**src/rtl/sensirion_pkg.sv**
```systemverilog
`default_nettype none
// +----------------------------------------------------------------------+
// | Package : sensirion_pkg                                              |
// | Brief   : Shared FSM encodings, CRC-8 defaults and the single-step   |
// |           CRC helper for the Sensirion frame decoder.                |
// | Rev     : 1.0  initial release                                       |
// +----------------------------------------------------------------------+
package sensirion_pkg;

  // Decoder FSM encodings; kept as plain constants for legacy tooling
  localparam logic [2:0] S_MSB   = 3'd0;
  localparam logic [2:0] S_LSB   = 3'd1;
  localparam logic [2:0] S_CRC   = 3'd2;
  localparam logic [2:0] S_SHIFT = 3'd3;
  localparam logic [2:0] S_DONE  = 3'd4;

  // Sensirion CRC-8: x^8+x^5+x^4+1, seeded with all ones per word
  localparam logic [7:0] CRC8_POLY = 8'h31;
  localparam logic [7:0] CRC8_INIT = 8'hFF;

  // One bit-serial division step of an MSB-first CRC-8
  function automatic logic [7:0] crc8_step(input logic [7:0] crc, input logic [7:0] poly);
    return crc[7] ? ({crc[6:0], 1'b0} ^ poly) : {crc[6:0], 1'b0};
  endfunction

endpackage
`default_nettype wire

```
**src/rtl/sensirion_frame_decoder_crc8_serial.sv**
```systemverilog
`default_nettype none
// +----------------------------------------------------------------------+
// | Module  : crc8_serial                                                |
// | Brief   : Bit-serial CRC-8 engine. A byte is folded into the         |
// |           register on load, then eight shift cycles follow.          |
// | Rev     : 1.0  initial release                                       |
// +----------------------------------------------------------------------+
module crc8_serial
  import sensirion_pkg::*;
#(
  parameter logic [7:0] POLY = CRC8_POLY,
  parameter logic [7:0] INIT = CRC8_INIT
) (
  input  logic       clk,
  input  logic       rst_n,
  input  logic       i_abort,
  input  logic       i_load_init,
  input  logic       i_load_xor,
  input  logic [7:0] i_byte,
  output logic [7:0] o_crc,
  output logic       o_done
);

  logic [7:0] r_crc;
  logic [2:0] r_cnt;
  logic       r_busy;

  // Load a byte (fresh seed or running remainder), then divide it out over 8 cycles
  always_ff @(posedge clk) begin
    if (!rst_n) begin
      r_crc  <= INIT;
      r_cnt  <= 3'd0;
      r_busy <= 1'b0;
    end else if (i_abort) begin
      r_cnt  <= 3'd0;
      r_busy <= 1'b0;
    end else if (i_load_init) begin
      r_crc  <= INIT ^ i_byte;
      r_cnt  <= 3'd0;
      r_busy <= 1'b1;
    end else if (i_load_xor) begin
      r_crc  <= r_crc ^ i_byte;
      r_cnt  <= 3'd0;
      r_busy <= 1'b1;
    end else if (r_busy) begin
      r_crc <= crc8_step(r_crc, POLY);
      r_cnt <= r_cnt + 3'd1;
      if (r_cnt == 3'd7) begin
        r_busy <= 1'b0;
      end
    end
  end

  assign o_crc  = r_crc;
  // High during the eighth shift cycle so the caller can leave on that edge
  assign o_done = r_busy & (r_cnt == 3'd7);

endmodule
`default_nettype wire

```
**src/rtl/sensirion_frame_decoder.sv**
```systemverilog
`default_nettype none
// +----------------------------------------------------------------------+
// | Module  : sensirion_frame_decoder                                    |
// | Brief   : Decodes NUM_WORDS x {MSB, LSB, CRC8} I2C read frames,      |
// |           latching CRC-clean words and reporting frame status.       |
// | Rev     : 1.0  initial release                                       |
// +----------------------------------------------------------------------+
module sensirion_frame_decoder
  import sensirion_pkg::*;
#(
  parameter int         NUM_WORDS = 2,
  parameter logic [7:0] CRC_POLY  = CRC8_POLY,
  parameter logic [7:0] CRC_INIT  = CRC8_INIT
) (
  input  logic                   clk,
  input  logic                   rst_n,
  input  logic                   abort,
  input  logic                   in_valid,
  input  logic [7:0]             in_data,
  output logic                   in_ready,
  output logic [16*NUM_WORDS-1:0] word_data,
  output logic [NUM_WORDS-1:0]   word_fresh,
  output logic                   frame_done,
  output logic                   frame_crc_ok,
  output logic [7:0]             crc_err_cnt
);

  localparam int              IDXW       = (NUM_WORDS > 1) ? $clog2(NUM_WORDS) : 1;
  localparam logic [IDXW-1:0] c_LAST_IDX = IDXW'(NUM_WORDS - 1);

  logic [2:0]             r_state;
  logic [2:0]             r_ret;
  logic [IDXW-1:0]        r_idx;
  logic [7:0]             r_stage_hi;
  logic [7:0]             r_stage_lo;
  logic [16*NUM_WORDS-1:0] r_word_data;
  logic [NUM_WORDS-1:0]   r_fresh_acc;
  logic [NUM_WORDS-1:0]   r_word_fresh;
  logic                   r_frame_bad;
  logic [7:0]             r_err_cnt;

  logic                   w_in_msb;
  logic                   w_in_lsb;
  logic                   w_in_crc;
  logic                   w_in_done;
  logic                   w_accept;
  logic                   w_crc_match;
  logic                   w_crc_done;
  logic                   w_word_bad;
  logic [7:0]             w_crc;
  logic [NUM_WORDS-1:0]   w_idx_onehot;

  assign w_in_msb  = (r_state == S_MSB);
  assign w_in_lsb  = (r_state == S_LSB);
  assign w_in_crc  = (r_state == S_CRC);
  assign w_in_done = (r_state == S_DONE);

  // Abort blocks acceptance combinationally so a byte presented with it is dropped
  assign in_ready     = (w_in_msb | w_in_lsb | w_in_crc) & ~abort;
  assign w_accept     = in_valid & in_ready;
  assign w_crc_match  = (in_data == w_crc);
  assign w_word_bad   = w_accept & w_in_crc & ~w_crc_match;
  assign w_idx_onehot = NUM_WORDS'(1) << r_idx;

  crc8_serial #(
    .POLY (CRC_POLY),
    .INIT (CRC_INIT)
  ) u_crc8_serial (
    .clk         (clk),
    .rst_n       (rst_n),
    .i_abort     (abort),
    .i_load_init (w_accept & w_in_msb),
    .i_load_xor  (w_accept & w_in_lsb),
    .i_byte      (in_data),
    .o_crc       (w_crc),
    .o_done      (w_crc_done)
  );

  // Frame sequencing: byte position, word index and accumulated frame status
  always_ff @(posedge clk) begin
    if (!rst_n) begin
      r_state     <= S_MSB;
      r_ret       <= S_MSB;
      r_idx       <= '0;
      r_fresh_acc <= '0;
      r_frame_bad <= 1'b0;
    end else if (abort) begin
      r_state     <= S_MSB;
      r_idx       <= '0;
      r_fresh_acc <= '0;
      r_frame_bad <= 1'b0;
    end else begin
      case (r_state)
        S_MSB: begin
          if (w_accept) begin
            r_state <= S_SHIFT;
            r_ret   <= S_LSB;
          end
        end
        S_LSB: begin
          if (w_accept) begin
            r_state <= S_SHIFT;
            r_ret   <= S_CRC;
          end
        end
        S_SHIFT: begin
          if (w_crc_done) begin
            r_state <= r_ret;
          end
        end
        S_CRC: begin
          if (w_accept) begin
            if (w_crc_match) begin
              r_fresh_acc <= r_fresh_acc | w_idx_onehot;
            end else begin
              r_frame_bad <= 1'b1;
            end
            // A bad word does not end the frame; the rest is still decoded
            if (r_idx == c_LAST_IDX) begin
              r_state <= S_DONE;
            end else begin
              r_idx   <= r_idx + 1'b1;
              r_state <= S_MSB;
            end
          end
        end
        S_DONE: begin
          r_state     <= S_MSB;
          r_idx       <= '0;
          r_fresh_acc <= '0;
          r_frame_bad <= 1'b0;
        end
        default: begin
          r_state <= S_MSB;
        end
      endcase
    end
  end

  // Word staging and result registers; results survive abort
  always_ff @(posedge clk) begin
    if (!rst_n) begin
      r_stage_hi   <= 8'd0;
      r_stage_lo   <= 8'd0;
      r_word_data  <= '0;
      r_word_fresh <= '0;
    end else begin
      if (w_accept & w_in_msb) begin
        r_stage_hi <= in_data;
      end
      if (w_accept & w_in_lsb) begin
        r_stage_lo <= in_data;
      end
      if (w_accept & w_in_crc & w_crc_match) begin
        for (int i = 0; i < NUM_WORDS; i++) begin
          if (w_idx_onehot[i]) begin
            r_word_data[16*i +: 16] <= {r_stage_hi, r_stage_lo};
          end
        end
      end
      if (w_in_done & ~abort) begin
        r_word_fresh <= r_fresh_acc;
      end
    end
  end

  // Saturating count of words whose CRC byte disagreed
  always_ff @(posedge clk) begin
    if (!rst_n) begin
      r_err_cnt <= 8'd0;
    end else if (w_word_bad && (r_err_cnt != 8'hFF)) begin
      r_err_cnt <= r_err_cnt + 8'd1;
    end
  end

  assign word_data    = r_word_data;
  assign word_fresh   = r_word_fresh;
  assign crc_err_cnt  = r_err_cnt;
  assign frame_done   = w_in_done & ~abort;
  assign frame_crc_ok = frame_done & ~r_frame_bad;

endmodule
`default_nettype wire

```
**config.mk**
```make
export PLATFORM = sky130hd
export DESIGN_NAME = sensirion_frame_decoder
export DESIGN_NICKNAME = d
export VERILOG_FILES = /design/src/rtl/sensirion_pkg.sv /design/src/rtl/sensirion_frame_decoder_crc8_serial.sv /design/src/rtl/sensirion_frame_decoder.sv
export SDC_FILE = /design/constraint.sdc
export NUM_CORES = 1
export LEC_CHECK = 0
export BUFFER_PORTS_ARGS = -buffer_cell sky130_fd_sc_hd__buf_2
export CAP_MARGIN = 40
export CORE_MARGIN = 5
export CORE_UTILIZATION = 30
export DETAILED_ROUTE_END_ITERATION = 10
export SYNTH_ARGS = -nofsm -noshare
export SYNTH_HDL_FRONTEND = slang
export SYNTH_HIERARCHICAL = 1
export SYNTH_SLANG_ARGS = --single-unit
```
**constraint.sdc**
```tcl
create_clock -name clk -period 2.48 [get_ports clk]
set_clock_uncertainty 0.1 [all_clocks]
set_input_delay 0.124 -clock clk [delete_from_list [all_inputs] [get_ports clk]]
set_output_delay 0.124 -clock clk [all_outputs]
set_load 0.02 [all_outputs]
```
==> results of run 1 <==
## worst min path at each step
stage	start	to	slack, ns	depth (start not counted)
6_report	in_data[3]	r_stage_lo[3]	0.02	3
5_1_grt	in_data[5]	r_stage_lo[5]	0.03	3
3_3_place_gp	in_valid	r_state[1]	0.33	3
2_1_floorplan	in_data[0]	r_stage_hi[0]	0.17	2
4_1_cts	in_data[3]	r_stage_lo[3]	0.01	3
3_5_place_dp	in_valid	r_state[1]	0.33	3
## routing by layer
metal / GRT usage (%) / vias up
met5: 0 / -
li1: - / 1462
met4: 5.161 / 4
met3: 4.037 / 8
met2: 18.39 / 73
met1: 16.11 / 1340
## state kept, by name, summed over array words and instances (netlist names), 2 cells and up
signal	count
u_crc8_serial/o_crc	8
crc_err_cnt	8
word_data	32
r_stage_lo	8
r_stage_hi	8
u_crc8_serial/r_cnt	3
r_state	3
r_fresh_acc	2
word_fresh	2
r_ret	2
## Yosys cell counts (2+ instances only)
cell / count
dfxtp_1: 79
nand2_1: 76
mux2i_1: 44
a21oi_1: 20
nor2_1: 20
o21ai_0: 17
clkbuf_1: 14
or3_1: 14
nand3_1: 12
inv_1: 9
xnor2_1: 9
o311ai_1: 7
a21boi_0: 6
buf_6: 5
nor3_1: 5
o21a_1: 4
a211oi_1: 3
and2_1: 3
ha_1: 3
nor2b_1: 3
xor2_1: 3
buf_2: 2
buf_4: 2
nand2b_1: 2
nand3b_1: 2
nand4_1: 2
o211ai_1: 2
o21bai_1: 2
or2_1: 2
or2_2: 2
## layout make-up
type,count,share of cell area (%)
clock buffer,10,5.674
clock inverter,6,1.426
inverter,10,0.8913
multi-input combinational,279,41.35
sequential,79,37.55
tap,143,4.248
timing repair buffer,68,8.853
## logic make-up after synthesis
| logic type | after synthesis | synth area share (%) |
|---|---|---|
| buffers and inverters | 35 | 5.142 |
| and+or+nand+nor | 152 | 20.61 |
| xor gates and xnor gates | 12 | 3.000 |
| adders and majority gates | 3 | 1.072 |
| AOI/OAI and AO/OA | 68 | 12.46 |
| DFF | 79 | 45.14 |
| muxes | 44 | 12.57 |
## worst max-delay path: cells and delay by family, from the launching register on
kind | cells | cell delay (ns)
AND/OR/NAND/NOR | 3 | 0.94
AO/OA/AOI/OAI | 2 | 0.57
flip-flops | 1 | 0.45
## stage by stage
stage	instance area [sq um]	power, uW	cells	hold WS [ns]
2_1_floorplan	3503	1475	393	0.1712
3_3_place_gp	3902	1526	578	0.3266
3_5_place_dp	3902	1531	578	0.3330
4_1_cts	4212	2846	595	0.01495
5_1_grt	4212	2933	595	0.02743
6_report	4212	2811	595	0.02234
## power breakdown
part | internal (uW) | leakage [uW] | switching (uW)
clock network | 800 | 0.000144 | 504
logic | 72.0 | 0.000925 | 116
registers | 1290 | 0.000639 | 26.1
==> summary.md, run 1 <==
| Metric | Value |
|---|---|
| Total grt overflow | 0 |
| Initial Utilization | 30.68% |
| Worst hold path type | in2reg |
| Yosys reg bits | 79 |
| Post-synth EDFFs | 0 |
| Crit Path Max Fanout | 13 |
| Max cap viols | 0 |
| Most frequent cells in the layout | dfxtp_1, nand2_1, buf_2, mux2i_1 |
| Vias in the first global route | 2,908 |
| Die Y | 118.1 um |
| Clock Latency Late Sink | 0.33 ns |
| Clk sink count | 79 |
| Warnings from Yosys | 6 |
| Post-synthesis instance area | 3503 sq um |
| ANT nets after route | 0 |
| Routed WL | 8298 um |
| Via Count | 2,887 |
| Critical Path End Type | flop |
| Number of setup buffers added after CTS | 0 |
| Boundary Pins | 57 |
| Number of detailed-route iterations in the first pass | 4 |
| CP Launch Type | flop |
| Antenna violations before repair | 2 |
| Sequential Area | 1582 sq um |
| Least-Margin Pin Slew | 0.8775 ns |
| Fin crit period | 2.128 ns |
| RSZ-0062 raised after global routing | no |
| # DRC | 0 |
| Die X | 118.1 um |
| Syn-to-layout area delta | 20.21% |
| Post-Syn Nets | 408 |
| M1 wire length | 3933 um |
| Worst path slowest cell | or4_1 |
| Layout cell share with drive strength beyond 1 | 19.91% |
| Avg Cell Area, Syn | 8.914 sq um |
| Slew HR | 41.24% |
| Cell count after synthesis | 393 |
| Post-CTS Resized | 0 |
| Async S/R FF share, synth | 0% |
| DIE AREA | 13,940 sq um |
| Post-synth top flop | dfxtp_1 |
| Worst Path Arrival | 2.28 ns |
| Setup violators final | 0 |
| Fin. max-slew vios | 0 |
| Via density | 4.852 |
| Reg-to-reg setup timing slack | 0.35 ns |
| Final worst path period share | 85.83% |
| Core Box Area | 11,420 sq um |
| Nets@finish | 462 |
| Sequential area share after synthesis | 45.14% |
| Distinct cells, synth | 49 |
| RR Startpoint | r_state[1] |
| Status | finished, final reports clean |
| CP Data Required Time | 2.63 ns |
| PortBufs | 56 |
| CTS buffer count | 9 |
| Power per standard cell area | 667.4 nW/um^2 |
| Worst setup margin | 0.3515 ns |
| Share of the synthesized area in the top cell type | 45.14% |
| Multi-input gate area | 1742 sq um |
| Routability congestion estimate | 0.7784 |
| Fin Setup TNS | 0 ns |
| Hold Buf Count CTS | 1 |
| CP cell instances | nand3b_1 > nor3_1 > o211ai_1 > or4_1 > a21oi_1 |
| Synth area leaders | dfxtp_1, mux2i_1, nand2_1 |
| Max frequency | 469.8 MHz |
| H-Tree Depth | 3 |
| Dominant cell type by area after synthesis | dfxtp_1 |
| Fill cell total of the finished layout | 1,179 |
| Post-DP HPWL | 5898 um |
| Highest Signal Layer | met5 |
| Core Util, Final | 36.88% |
| Worst Reg-to-Reg Cells | 5 |
| Wire per inst | 13.95 um |
| End of the critical path | crc_err_cnt[7] |
| Largest net degree at the start of global routing | 64 |
| First-pass GRT wire length | 14,270 um |
| Commonest non-fill, non-tap cell in the layout | dfxtp_1 |
| Pre-CTS setup slack | 0.3777 ns |
| # diodes | 0 |
| Total GRT Usage | 12.27% |
| Met3 WL post-DR | 566 um |
| Worst r2r dst | crc_err_cnt[7] |
| CTS tree | built |
| Hold Fails Final Rpt | 0 |
| Crit Path Category | reg2reg |
| Slowest stage delay, CP | 0.52 ns |
| Critical path startpoint | r_state[1] |
| LEAKAGE | 0.001709 uW |
| CTS Root Cell | clkbuf_16 |
| WL met2 | 3711 um |
| VDD IR max | 0.0003591 V |
| Starting DRT DRC Count | 196 |
| Clock tree buffer depth | 2 |
| Reg clk slew, reported paths | 0.06 ns |
| Row cnt | 39 |
Power figures use the tool's default switching activity.
==> run 2: changes to the inputs <==
Settings changed: HOLD_SLACK_MARGIN set to 0.12, TNS_END_PERCENT set to 10.
==> summary.md, run 2 (synthesized netlist as in run 1, its figures left out) <==
| Metric | Value |
|---|---|
| Max cap viols | 0 |
| Worst Reg-to-Reg Cells | 5 |
| # diodes | 0 |
| Max frequency | 453.6 MHz |
| Final worst path period share | 88.89% |
| Number of detailed-route iterations in the first pass | 5 |
| Least-Margin Pin Slew | 0.8739 ns |
| Antenna violations before repair | 0 |
| Wire per inst | 13.77 um |
| Routed WL | 8316 um |
| Fin Setup TNS | 0 ns |
| Critical Path End Type | flop |
| Post-CTS Resized | 0 |
| Fill cell total of the finished layout | 1,176 |
| Worst hold path type | in2reg |
| Total Power | 2823 uW |
| Die X | 118.1 um |
| Core Box Area | 11,420 sq um |
| CP Data Required Time | 2.63 ns |
| Fin. max-slew vios | 0 |
| Layout cell share with drive strength beyond 1 | 19.52% |
| LEAKAGE | 0.001746 uW |
| RSZ-0062 raised after global routing | no |
| Pre-CTS setup slack | 0.3777 ns |
| Power per standard cell area | 656.2 nW/um^2 |
| Reg-to-reg setup timing slack | 0.34 ns |
| CP Launch Type | input port |
| Vias in the first global route | 2,939 |
| Total grt overflow | 0 |
| Setup violators final | 0 |
| Reg clk slew, reported paths | 0.05 ns |
| Most Crowded Layer GR | met2 |
| RR Startpoint | r_state[1] |
| VDD IR max | 0.0003590 V |
| Worst Path Arrival | 2.36 ns |
| Met2 global-route usage | 18.64% |
| Die Y | 118.1 um |
| Hold Fails Final Rpt | 0 |
| Clk sink count | 79 |
| Row cnt | 39 |
| Commonest non-fill, non-tap cell in the layout | dfxtp_1 |
| Nets@finish | 471 |
| Fin crit period | 2.204 ns |
| Most frequent cells in the layout | dfxtp_1, nand2_1, buf_2, mux2i_1 |
| Largest net degree at the start of global routing | 64 |
| Worst Hold End | crc_err_cnt[3] |
| Sequential Area | 1582 sq um |
| CTS buffer count | 9 |
| Hold Buf Count CTS | 10 |
| Boundary Pins | 57 |
| ANT nets after route | 0 |
| # DRC | 0 |
| PortBufs | 56 |
| Crit Path Max Fanout | 13 |
| Met1 GRT Util | 16.44% |
| Total GRT Usage | 12.32% |
| Worst r2r dst | crc_err_cnt[7] |
| Hold path cells | 3 |
| Initial Utilization | 30.68% |
| Status | finished, final reports clean |
| CTS Root Cell | clkbuf_16 |
| Syn-to-layout area delta | 22.79% |
| Multi-input gate area | 1742 sq um |
| Clock Latency Late Sink | 0.33 ns |
| Clock tree buffer depth | 2 |
| Post-DP HPWL | 5898 um |
| First-pass GRT wire length | 14,390 um |
| Routability congestion estimate | 0.7784 |
| Max reg flops | 32 |
| DIE AREA | 13,940 sq um |
| Number of setup buffers added after CTS | 0 |
| Worst setup margin | 0.2756 ns |
| Hold path startpoint | rst_n |
| CTS tree | built |
| Via density | 4.826 |
| Crit Path Category | in2reg |
| Slew HR | 41.49% |
| Met3 usage | 3.412% |
| Starting DRT DRC Count | 216 |
| Via Count | 2,915 |
| H-Tree Depth | 3 |
run 2: changes by cell type in the layout (fill, tap and decap cells not counted), sizes merged:
cell,previous run,this run
dlygate4sd3,1,10
run 2: metal layers:
| metal | up-vias | wire length, um |
|---|---|---|
| met3 | 6 | 518 |
| li1 | 1478 | - |
| met5 | - | 0 |
| met1 | 1355 | 3993 |
| met2 | 76 | 3742 |
| met4 | 0 | 61 |
run 2: where the power goes:
part	internal [uW]	switching, uW	leakage (uW)	total [uW]
clock	800	504	0.000144	1300
combinational	81.2	119	0.000963	200
sequential	1290	25.8	0.000639	1320
run 2: worst max-delay path by stage:
stage | start | to | slack (ns) | depth (start not counted)
3_3_place_gp | u_crc8_serial/o_crc[3] | word_data[4] | 0.41 | 6
4_1_cts | in_data[4] | word_data[7] | 0.26 | 8
3_5_place_dp | u_crc8_serial/o_crc[4] | word_data[7] | 0.38 | 6
2_1_floorplan | r_state[1] | u_crc8_serial/o_crc[6] | 0.20 | 7
6_report | in_data[4] | crc_err_cnt[5] | 0.28 | 7
5_1_grt | abort | u_crc8_serial/o_crc[7] | 0.04 | 9
run 2: metrics by stage:
| step | instances | hold WS [ns] | instance area [sq um] | utilization (%) |
|---|---|---|---|---|
| after floorplan | 393 | 0.1712 | 3503 | - |
| after global routing | 604 | 0.1621 | 4302 | 37.67 |
| after global placement | 578 | 0.3266 | 3902 | 34.18 |
| after detailed placement | 578 | 0.3330 | 3902 | 34.18 |
| final | 604 | 0.1310 | 4302 | 37.67 |
| after CTS | 604 | 0.1231 | 4302 | 37.67 |
run 2: critical path, cell delays in order:
cell,delay (ns)
dlygate4sd3_1,0.53
buf_2,0.18
xnor2_1,0.17
nand4_1,0.22
o211ai_1,0.76
o21ai_0,0.21
a21oi_1,0.16
run 2: area by class of cell:
cell class                 count  share of cell area (%)
multi-input combinational    279                   40.49
sequential                    79                   36.77
timing repair buffer          77                   10.76
clock buffer                  10                   5.556
tap                          143                   4.159
clock inverter                 6                   1.396
inverter                      10                  0.8726
==> run 3: changes to the inputs <==
Clock period 2.48 ns to 2.2 ns, I/O delays scaled along.
==> summary.md, run 3 (synthesized netlist as in run 1, its figures left out) <==
| Metric | Value |
|---|---|
| Status | finished, final reports clean |
| CP Launch Type | input port |
| Most frequent cells in the layout | dfxtp_1, nand2_1, buf_2, mux2i_1 |
| RR Startpoint | u_crc8_serial/o_crc[7] |
| Crit path max-delay family | buffers and inverters |
| Die Y | 118.1 um |
| Post-DP HPWL | 6150 um |
| Met3 WL post-DR | 493 um |
| Fin. max-slew vios | 0 |
| Design area | 4364 sq um |
| Via Count | 2,981 |
| DIE AREA | 13,940 sq um |
| Antenna violations before repair | 0 |
| Routability congestion estimate | 0.8033 |
| LEAKAGE | 0.001777 uW |
| Routed WL | 8538 um |
| Starting DRT DRC Count | 291 |
| Syn-to-layout area delta | 24.57% |
| WL met2 | 3780 um |
| Worst r2r dst | word_data[2] |
| # diodes | 0 |
| Clk sink count | 79 |
| Worst path slowest cell | dlygate4sd3_1 |
| Initial Utilization | 30.68% |
| Clock Latency Late Sink | 0.34 ns |
| Wire per inst | 13.97 um |
| Worst hold path type | reg2reg |
| Fin crit period | 2.083 ns |
| Hold Fails Final Rpt | 0 |
| Hold_ws | 0.3545 ns |
| VDD IR max | 0.0004552 V |
| Number of detailed-route iterations in the first pass | 4 |
| Slowest stage delay, CP | 0.53 ns |
| Final worst path period share | 94.69% |
| Largest net degree at the start of global routing | 64 |
| Total grt overflow | 0 |
| Max reg flops | 32 |
| Worst Reg-to-Reg Cells | 6 |
| Nets@finish | 478 |
| Fin Setup TNS | 0 ns |
| First-pass GRT wire length | 14,630 um |
| Worst Path Arrival | 2.16 ns |
| ANT nets after route | 0 |
| CP Data Required Time | 2.27 ns |
| Area after DPL | 3965 sq um |
| Reg clk slew, reported paths | 0.06 ns |
| WP buf/inv | 3 |
| CTS buffer count | 9 |
| Vias in the first global route | 2,895 |
| H-Tree Depth | 3 |
| Core Box Area | 11,420 sq um |
| Crit Path Category | in2reg |
| Max cap viols | 0 |
| Hold path startpoint | word_data[26] |
| PortBufs | 56 |
| Hold path cells | 2 |
| Row cnt | 39 |
| CTS Root Cell | clkbuf_16 |
| Crit Path Max Fanout | 19 |
| Layout cell share with drive strength beyond 1 | 20.94% |
| Max frequency | 480.0 MHz |
| M1 wire length | 4161 um |
| Slew HR | 56.79% |
| Commonest non-fill, non-tap cell in the layout | dfxtp_1 |
| Power per standard cell area | 714.0 nW/um^2 |
| Highest Signal Layer | met4 |
| CP cell instances | dlygate4sd3_1 > buf_2 > nand2b_1 > or3_1 > nor2_4 > buf_6 > nor3_2 > o21ai_0 > o311ai_1 |
| Reg-to-reg setup timing slack | 0.16 ns |
| Number of setup buffers added after CTS | 0 |
| Worst Hold End | word_data[26] |
| RSZ-0062 raised after global routing | no |
| Via density | 4.879 |
| # DRC | 0 |
| Least-Margin Pin Slew | 0.6481 ns |
| Total GRT Usage | 12.62% |
| Clock tree buffer depth | 2 |
| Setup violators final | 0 |
| CTS tree | built |
| Total Power | 3116 uW |
| Boundary Pins | 57 |
| Critical Path End Type | flop |
| Die X | 118.1 um |
[run 3: changes by cell type in the layout (fill, tap and decap cells not counted), sizes merged]
cell	change
buf	+6
bufinv	-1
clkbuf	-1
dlygate4sd3	+1
inv	+2
[run 3: what timing repair did]
action,in CTS,in global routing
endpoints found under the hold margin,31,0
hold buffers,11,0
gates resized for setup,0,2
endpoints found under the setup margin,0,8
[run 3: worst max-delay path by stage]
stage                     slack, ns  depth (start not counted)                   start                      to
after floorplan               -0.05                          3              r_state[2]            frame_crc_ok
after global placement         0.21                          7          crc_err_cnt[1]          crc_err_cnt[2]
after detailed placement       0.17                          6  u_crc8_serial/o_crc[7]           word_data[11]
after CTS                      0.06                          8                   abort  u_crc8_serial/o_crc[4]
after global routing           0.01                          7          crc_err_cnt[1]          crc_err_cnt[2]
final                          0.12                          9                   abort  u_crc8_serial/o_crc[4]
[run 3: power breakdown]
part,switching [uW],total [uW],leakage (uW),internal [uW]
Clock,618,1390,0.000134,777
Combinational,139,238,0.00100,98.7
Sequential,26.9,1480,0.000639,1460
Total,784,3120,0.00178,2330
[run 3: worst reg2reg max path, cell delays in order, from the launching register on]
cell     delay, ns
dfxtp_1       0.48
xnor2_1       0.16
nand4_1       0.13
or2_1         0.30
or3_1         0.36
buf_4         0.23
mux2i_1       0.16
[run 3: area by class of cell]
cell class / count / area [sq um]
Clock buffer: 9 / 225.2
Clock inverter: 7 / 57.56
Fill cell: 1170 / 7054
Inverter: 10 / 37.54
Multi-Input combinational cell: 279 / 1749
Sequential cell: 79 / 1582
Tap cell: 143 / 178.9
Timing Repair Buffer: 84 / 534.3
[run 3: through the flow]
| step | utilization [%] | instances | setup WS, ns |
|---|---|---|---|
| 2_1_floorplan | - | 393 | -0.04757 |
| 3_3_place_gp | 34.73 | 584 | 0.2127 |
| 3_5_place_dp | 34.73 | 584 | 0.1670 |
| 4_1_cts | 38.17 | 611 | 0.05614 |
| 5_1_grt | 38.22 | 611 | 0.01181 |
| 6_report | 38.22 | 611 | 0.1168 |
[run 3: routing by layer]
layer / vias up / GRT usage (%)
li1: 1487 / -
met1: 1413 / 16.95
met2: 70 / 18.85
met3: 11 / 3.988
met4: 0 / 4.731
met5: - / 0
